<file path="src/rtl/mfp_ahb_bot_upd_handshake_pkg.sv">
// Shared constants for the Rojobot update handshake stage.
package mfp_ahb_bot_upd_handshake_pkg;

    // Handshake states; H_BOT_UPDATE_SYNC is high only in BOTHS_PENDING.
    typedef enum logic [1:0] {
        BOTHS_IDLE    = 2'd0,
        BOTHS_PENDING = 2'd1,
        BOTHS_ACK_HI  = 2'd2
    } boths_state_t;

    // Two flops is enough for a slow robot strobe entering the HCLK domain.
    localparam int DEFAULT_SYNC_STAGES = 2;

    // Width of the robot info word.
    localparam int BOT_INFO_W = 32;

endpackage

</file>
<file path="src/rtl/mfp_ahb_bot_upd_handshake_if.sv">
// Robot-side and I/O-block-side signals of the update handshake stage.
interface mfp_ahb_bot_upd_handshake_if #(
    parameter int CNT_W = 8
);
    logic             BOT_UPD;
    logic [31:0]      BOT_INFO_IN;
    logic             H_INT_ACK;
    logic             CNT_CLR;
    logic [31:0]      H_BOT_INFO;
    logic             H_BOT_UPDATE_SYNC;
    logic             BOT_IRQ;
    logic [CNT_W-1:0] BOT_OVERRUN_CNT;

    // Drives the strobe, info word, ack and clear; observes the results.
    modport master (
        output BOT_UPD, BOT_INFO_IN, H_INT_ACK, CNT_CLR,
        input  H_BOT_INFO, H_BOT_UPDATE_SYNC, BOT_IRQ, BOT_OVERRUN_CNT
    );

    // The handshake stage itself.
    modport slave (
        input  BOT_UPD, BOT_INFO_IN, H_INT_ACK, CNT_CLR,
        output H_BOT_INFO, H_BOT_UPDATE_SYNC, BOT_IRQ, BOT_OVERRUN_CNT
    );
endinterface

</file>
<file path="src/rtl/mfp_ahb_bot_upd_handshake_sync_edge.sv">
// mfp_sync_edge: N-flop synchronizer with a one-cycle rising-edge pulse.
// Also usable for the switch and pushbutton inputs.
module mfp_sync_edge #(
    parameter int N = 2
) (
    input  logic HCLK,
    input  logic HRESETn,
    input  logic d,
    output logic rise
);

    logic [N-1:0] sync_reg;
    logic         last_reg;

    // Shift the raw input through the chain; keep a delayed copy of the last stage.
    always_ff @(posedge HCLK or negedge HRESETn) begin
        if (!HRESETn) begin
            sync_reg <= '0;
            last_reg <= 1'b0;
        end else begin
            sync_reg <= {sync_reg[N-2:0], d};
            last_reg <= sync_reg[N-1];
        end
    end

    assign rise = sync_reg[N-1] & ~last_reg;

endmodule

</file>
<file path="src/rtl/mfp_ahb_bot_upd_handshake.sv">
// Rojobot update handshake: synchronizes BOT_UPD, snapshots BOT_INFO_IN,
// raises the pending flag/IRQ and tracks updates lost before software acks.
module mfp_ahb_bot_upd_handshake
    import mfp_ahb_bot_upd_handshake_pkg::*;
#(
    parameter int SYNC_STAGES          = DEFAULT_SYNC_STAGES,
    parameter bit OVERWRITE_ON_OVERRUN = 1'b1,
    parameter int CNT_W                = 8
) (
    input logic                         HCLK,
    input logic                         HRESETn,
    mfp_ahb_bot_upd_handshake_if.slave  bus
);

    localparam logic [CNT_W-1:0] CNT_MAX = {CNT_W{1'b1}};
    localparam logic [CNT_W-1:0] CNT_ONE = {{(CNT_W-1){1'b0}}, 1'b1};

    boths_state_t          state_reg, state_next;
    logic                  deferred_reg, deferred_next;
    logic                  ack_d_reg;
    logic                  upd_evt, ack_rise;
    logic                  capture, overrun, irq_next;
    logic [BOT_INFO_W-1:0] info_reg;
    logic                  pending_reg;
    logic                  irq_reg;
    logic [CNT_W-1:0]      cnt_reg;

    mfp_sync_edge #(.N(SYNC_STAGES)) u_upd_sync (
        .HCLK    (HCLK),
        .HRESETn (HRESETn),
        .d       (bus.BOT_UPD),
        .rise    (upd_evt)
    );

    // H_INT_ACK is already an HCLK register, so no synchronizer in front.
    assign ack_rise = bus.H_INT_ACK & ~ack_d_reg;

    // State register, deferred-update flag and ack history.
    always_ff @(posedge HCLK or negedge HRESETn) begin
        if (!HRESETn) begin
            state_reg    <= BOTHS_IDLE;
            deferred_reg <= 1'b0;
            ack_d_reg    <= 1'b0;
        end else begin
            state_reg    <= state_next;
            deferred_reg <= deferred_next;
            ack_d_reg    <= bus.H_INT_ACK;
        end
    end

    // Next state: an update seen while ack is still high is remembered and
    // re-presented once software drops ack.
    always_comb begin
        state_next    = state_reg;
        deferred_next = deferred_reg;
        case (state_reg)
            BOTHS_IDLE: begin
                if (upd_evt) state_next = BOTHS_PENDING;
            end
            BOTHS_PENDING: begin
                if (ack_rise) begin
                    state_next    = BOTHS_ACK_HI;
                    deferred_next = upd_evt;
                end
            end
            BOTHS_ACK_HI: begin
                if (!bus.H_INT_ACK) begin
                    state_next    = (deferred_reg | upd_evt) ? BOTHS_PENDING : BOTHS_IDLE;
                    deferred_next = 1'b0;
                end else begin
                    deferred_next = deferred_reg | upd_evt;
                end
            end
            default: begin
                state_next    = BOTHS_IDLE;
                deferred_next = 1'b0;
            end
        endcase
    end

    // Output decode: when to capture the info word and when an update is lost.
    always_comb begin
        capture = 1'b0;
        overrun = 1'b0;
        case (state_reg)
            BOTHS_IDLE: begin
                capture = upd_evt;
            end
            BOTHS_PENDING: begin
                if (upd_evt) begin
                    if (ack_rise) begin
                        capture = 1'b1;
                    end else begin
                        overrun = 1'b1;
                        capture = OVERWRITE_ON_OVERRUN;
                    end
                end
            end
            BOTHS_ACK_HI: begin
                if (upd_evt) begin
                    if (deferred_reg) begin
                        overrun = 1'b1;
                        capture = OVERWRITE_ON_OVERRUN;
                    end else begin
                        capture = 1'b1;
                    end
                end
            end
            default: begin
                capture = 1'b0;
                overrun = 1'b0;
            end
        endcase
        irq_next = (state_next == BOTHS_PENDING) && (state_reg != BOTHS_PENDING);
    end

    // Registered outputs: snapshot, pending flag, IRQ pulse, saturating counter.
    always_ff @(posedge HCLK or negedge HRESETn) begin
        if (!HRESETn) begin
            info_reg    <= '0;
            pending_reg <= 1'b0;
            irq_reg     <= 1'b0;
            cnt_reg     <= '0;
        end else begin
            if (capture) info_reg <= bus.BOT_INFO_IN;
            pending_reg <= (state_next == BOTHS_PENDING);
            irq_reg     <= irq_next;
            if (bus.CNT_CLR) begin
                cnt_reg <= '0;
            end else if (overrun && (cnt_reg != CNT_MAX)) begin
                cnt_reg <= cnt_reg + CNT_ONE;
            end
        end
    end

    assign bus.H_BOT_INFO        = info_reg;
    assign bus.H_BOT_UPDATE_SYNC = pending_reg;
    assign bus.BOT_IRQ           = irq_reg;
    assign bus.BOT_OVERRUN_CNT   = cnt_reg;

endmodule

</file>
<file path="src/flat_wrapper.sv">
// flat-port wrapper written by rule: the top's interface ports become plain ports
module mfp_ahb_bot_upd_handshake_flat import mfp_ahb_bot_upd_handshake_pkg::*;
#(
    parameter int SYNC_STAGES          = DEFAULT_SYNC_STAGES,
    parameter bit OVERWRITE_ON_OVERRUN = 1'b1,
    parameter int CNT_W                = 8
)
  (HCLK, HRESETn, bus_BOT_UPD, bus_BOT_INFO_IN, bus_H_INT_ACK, bus_CNT_CLR, bus_H_BOT_INFO, bus_H_BOT_UPDATE_SYNC, bus_BOT_IRQ, bus_BOT_OVERRUN_CNT);
  mfp_ahb_bot_upd_handshake_if #(.CNT_W(CNT_W)) bus_i ();
  input logic HCLK;
  input logic HRESETn;
  input wire logic [$bits(bus_i.BOT_UPD)-1:0] bus_BOT_UPD;
  input wire logic [$bits(bus_i.BOT_INFO_IN)-1:0] bus_BOT_INFO_IN;
  input wire logic [$bits(bus_i.H_INT_ACK)-1:0] bus_H_INT_ACK;
  input wire logic [$bits(bus_i.CNT_CLR)-1:0] bus_CNT_CLR;
  output wire logic [$bits(bus_i.H_BOT_INFO)-1:0] bus_H_BOT_INFO;
  output wire logic [$bits(bus_i.H_BOT_UPDATE_SYNC)-1:0] bus_H_BOT_UPDATE_SYNC;
  output wire logic [$bits(bus_i.BOT_IRQ)-1:0] bus_BOT_IRQ;
  output wire logic [$bits(bus_i.BOT_OVERRUN_CNT)-1:0] bus_BOT_OVERRUN_CNT;
  assign bus_i.BOT_UPD = bus_BOT_UPD;
  assign bus_i.BOT_INFO_IN = bus_BOT_INFO_IN;
  assign bus_i.H_INT_ACK = bus_H_INT_ACK;
  assign bus_i.CNT_CLR = bus_CNT_CLR;
  assign bus_H_BOT_INFO = bus_i.H_BOT_INFO;
  assign bus_H_BOT_UPDATE_SYNC = bus_i.H_BOT_UPDATE_SYNC;
  assign bus_BOT_IRQ = bus_i.BOT_IRQ;
  assign bus_BOT_OVERRUN_CNT = bus_i.BOT_OVERRUN_CNT;
  mfp_ahb_bot_upd_handshake #(.SYNC_STAGES(SYNC_STAGES), .OVERWRITE_ON_OVERRUN(OVERWRITE_ON_OVERRUN), .CNT_W(CNT_W)) u_core (.HCLK(HCLK), .HRESETn(HRESETn), .bus(bus_i));
endmodule
</file>
<file path="config.mk">
export PLATFORM = sky130hd
export DESIGN_NAME = mfp_ahb_bot_upd_handshake_flat
export DESIGN_NICKNAME = d
export VERILOG_FILES = /design/src/rtl/mfp_ahb_bot_upd_handshake_pkg.sv /design/src/rtl/mfp_ahb_bot_upd_handshake_if.sv /design/src/rtl/mfp_ahb_bot_upd_handshake_sync_edge.sv /design/src/rtl/mfp_ahb_bot_upd_handshake.sv /design/src/flat_wrapper.sv
export SDC_FILE = /design/constraint.sdc
export NUM_CORES = 1
export LEC_CHECK = 0
export ABC_AREA = 1
export ABC_CLOCK_PERIOD_IN_PS = 2300
export CORE_ASPECT_RATIO = 1.2
export CORE_MARGIN = 2
export CORE_UTILIZATION = 49
export CTS_CLUSTER_DIAMETER = 50
export CTS_CLUSTER_SIZE = 28
export DETAILED_ROUTE_END_ITERATION = 8
export PLACE_DENSITY = 0.85
export SLEW_MARGIN = 40
export SYNTH_ARGS = -nofsm -noshare
export SYNTH_HDL_FRONTEND = slang
export SYNTH_SLANG_ARGS = --single-unit
</file>
<file path="constraint.sdc">
create_clock -name HCLK -period 2.3 [get_ports HCLK]
set_clock_uncertainty 0.05 [all_clocks]
set_input_delay 0.46 -clock HCLK [delete_from_list [all_inputs] [get_ports HCLK]]
set_output_delay 0.46 -clock HCLK [all_outputs]
set_load 0.02 [all_outputs]
</file>
==> impl_metrics.json <==
{
  "finalCritPeriodShare_pct": 84.9,
  "post_cts_resized": 0,
  "dieArea_mm2": 0.00531,
  "min_path_type": "primary input to async pin",
  "num_rows": 27,
  "crit_family": "buffers and inverters",
  "power_frac_comb_pct": 39.6,
  "tritoncts": "built",
  "track_usage_pct": 19.2,
  "timing.fmax_mhz": 512,
  "synthCells": 210,
  "vias": 1729,
  "status": "completed",
  "hpwlAfterDp_um": 3450,
  "routed_wl_um": 4570,
  "drt_iter0_markers": 107,
  "grt_pass1_vias": 1725,
  "die_w_um": 66.9,
  "drtPass1Iterations": 4,
  "start_util_pct": 50.6,
  "synth_xor_area_share_pct": 0.377,
  "pwr-share-seq_pct": 39.5,
  "swShare_pct": 33.0,
  "startpoint_type": "flop",
  "grt_pass1_wl_um": 7760,
  "antenna_found_initial": 0,
  "critPathBufInv": 1,
  "clk_pin_slew_ns": 0.09,
  "rrSetupSlack_ns": 0.41,
  "ys_seq_area_share_pct": 52.7,
  "cpMaxStageDelayCell": "clkdlybuf4s50_1",
  "p_switching_w": 0.000977,
  "ctsHoldBuffers": 0,
  "grtUsageMet2_pct": 31.8,
  "io_buffers": 78,
  "ios": 79,
  "crit_end": "bus_BOT_OVERRUN_CNT[0]",
  "power.leakage_nw": 1.58,
  "ant_nets": 0,
  "ir_drop_mv": 0.597,
  "area_growth_pct": 40.3,
  "via_per_inst": 4.91,
  "largest_reg_flops": 32,
  "mappedNetlistArea_mm2": 0.00232,
  "intPower_w": 0.00199,
  "num_antenna_cells": 0,
  "hold_violations": 0,
  "ys_warn_count": 0,
  "cp_max_fo": 8,
  "max_cap_viol_count": 0,
  "clkLatencyLatePin_ns": 0.30,
  "cts_sinks": 49,
  "gr-total-overflow": 0,
  "wl_per_cell_um": 13.0,
  "grt_setup_unrepaired": "false",
  "nets": 335,
  "worst_slack_ns": 0.348,
  "pwr_density_cell_mw_per_mm2": 909,
  "cp_data_arrival_time_ns": 1.44,
  "layout_common_cells": "clkdlybuf4s50_1 (77), nand2_1 (52), dfrtp_1 (49)",
  "synth.area.mux_share_pct": 20.3,
  "tns_ns": 0,
  "synth_seq_cells": 49,
  "pwr-share-clk_pct": 20.9,
  "numCtsBuffers": 5,
  "drc": 0,
  "grt.busiest_layer": "met2",
  "timing.rr.end": "u_core.bus.H_BOT_INFO[29]",
  "met1_usage_pct": 24.1,
  "final_max_slew_viol_count": 0,
  "endpoint_kind": "output pin",
  "synth_nets": 252,
  "synth_compound_area_share_pct": 0.861,
  "synthAdderAreaFrac_pct": 2.69,
  "rr_startpoint": "u_core.state_reg[0]",
  "relSlewSlack_pct": 59.1,
  "setup.worst_path.start": "u_core.bus.BOT_OVERRUN_CNT[0]",
  "path_class": "flop to output pin",
  "tightest_slew_ns": 0.614,
  "crit_cells": 1,
  "grt_max_degree": 33,
  "synth-simple-area-share_pct": 17.8,
  "cts-root-buf": "clkbuf_8",
  "synth_cell_types": 17,
  "setup_viol": 0,
  "core_area_mm2": 0.00459,
  "synth_area_per_cell_um2": 11.1,
  "met3_usage_pct": 4.94,
  "drive_gt1_share_pct": 16.0,
  "r2r_cells": 4,
  "die-height_um": 79.5,
  "cts_buffer_depth": 2,
  "crit_required_ns": 1.79,
  "mostFrequentLayoutCell": "clkdlybuf4s50_1",
  "final_util_pct": 71.0,
  "synth_top_family_by_area": "multiplexers",
  "path_cells": "clkdlybuf4s50_1",
  "cp_slowest_stage_delay_ns": 0.65,
  "htreeDepth": 2,
  "period_needed_ns": 1.95,
  "cts_setup_buffers": 0,
  "place_ws_ns": 0.384,
  "globalplace.congestion": 0.917
}
through the flow:
stage	instance area (um2)	total power, W	hold WS, ns	std cells
after global routing	3260	0.00315	0.113	352
after global placement	3150	0.00233	0.282	344
after floorplan	2320	0.00186	0.114	210
after detailed placement	3150	0.00237	0.296	344
final	3260	0.00297	0.0859	352
after CTS	3260	0.00300	0.0922	352
kinds of logic after synthesis:
logic type,after synthesis
flops,49
fa+ha+maj,5
simple gates,93
mux,32
buf+inv,26
compound gates,4
xor+xnor,1
how the worst min path moves through the flow:
stage	slack, ns	depth (start not counted)	endpoint
floorplan	0.11	0	u_core.ack_d_reg
global placement	0.28	0	u_core.u_upd_sync.sync_reg[1]
detailed placement	0.30	0	u_core.u_upd_sync.sync_reg[1]
CTS	0.09	1	u_core.u_upd_sync.last_reg
global route	0.11	1	u_core.bus.BOT_OVERRUN_CNT[0]
finish	0.09	1	u_core.u_upd_sync.last_reg
metal layers:
metal | wire [um] | vias to the layer above | share of wire [%]
met5 | 0 | - | 0
met4 | 86 | 0 | 1.9
met3 | 328 | 9 | 7.2
met2 | 2310 | 69 | 51
met1 | 1840 | 813 | 40
li1 | - | 838 | -
power groups by stage:
stage / Combinational [W] / Clock [W] / Sequential (W)
floorplan: 0.000497 / 0 / 0.00136
global placement: 0.00115 / 0 / 0.00118
detailed placement: 0.00118 / 0 / 0.00118
CTS: 0.00119 / 0.000636 / 0.00117
global route: 0.00128 / 0.000678 / 0.00120
finish: 0.00117 / 0.000619 / 0.00117
layout make-up:
cell class	count	area [um2]
Clock inverter	3	43.8
Multi-Input combinational cell	135	977
Fill cell	348	1330
Clock buffer	5	68.8
Timing Repair Buffer	80	791
Sequential cell	49	1230
Inverter	22	82.6
Tap cell	58	72.6
Yosys cell counts:
library cell / n / area [um2]
clkinv_1: 1 / 3.75
inv_1: 21 / 78.8
ha_1: 5 / 62.6
dfrtp_1: 49 / 1230
mux2_4: 30 / 450
nand2_1: 52 / 195
nand2_4: 1 / 11.3
nand3_4: 2 / 35.0
a21oi_1: 2 / 10.0
nor2_2: 1 / 6.26
buf_6: 3 / 33.8
xnor2_1: 1 / 8.76
o21ai_0: 2 / 10.0
buf_2: 1 / 5.00
mux2_2: 2 / 22.5
nand3_1: 21 / 105
nor2_1: 16 / 60.1
Power figures use the tool's default switching activity.
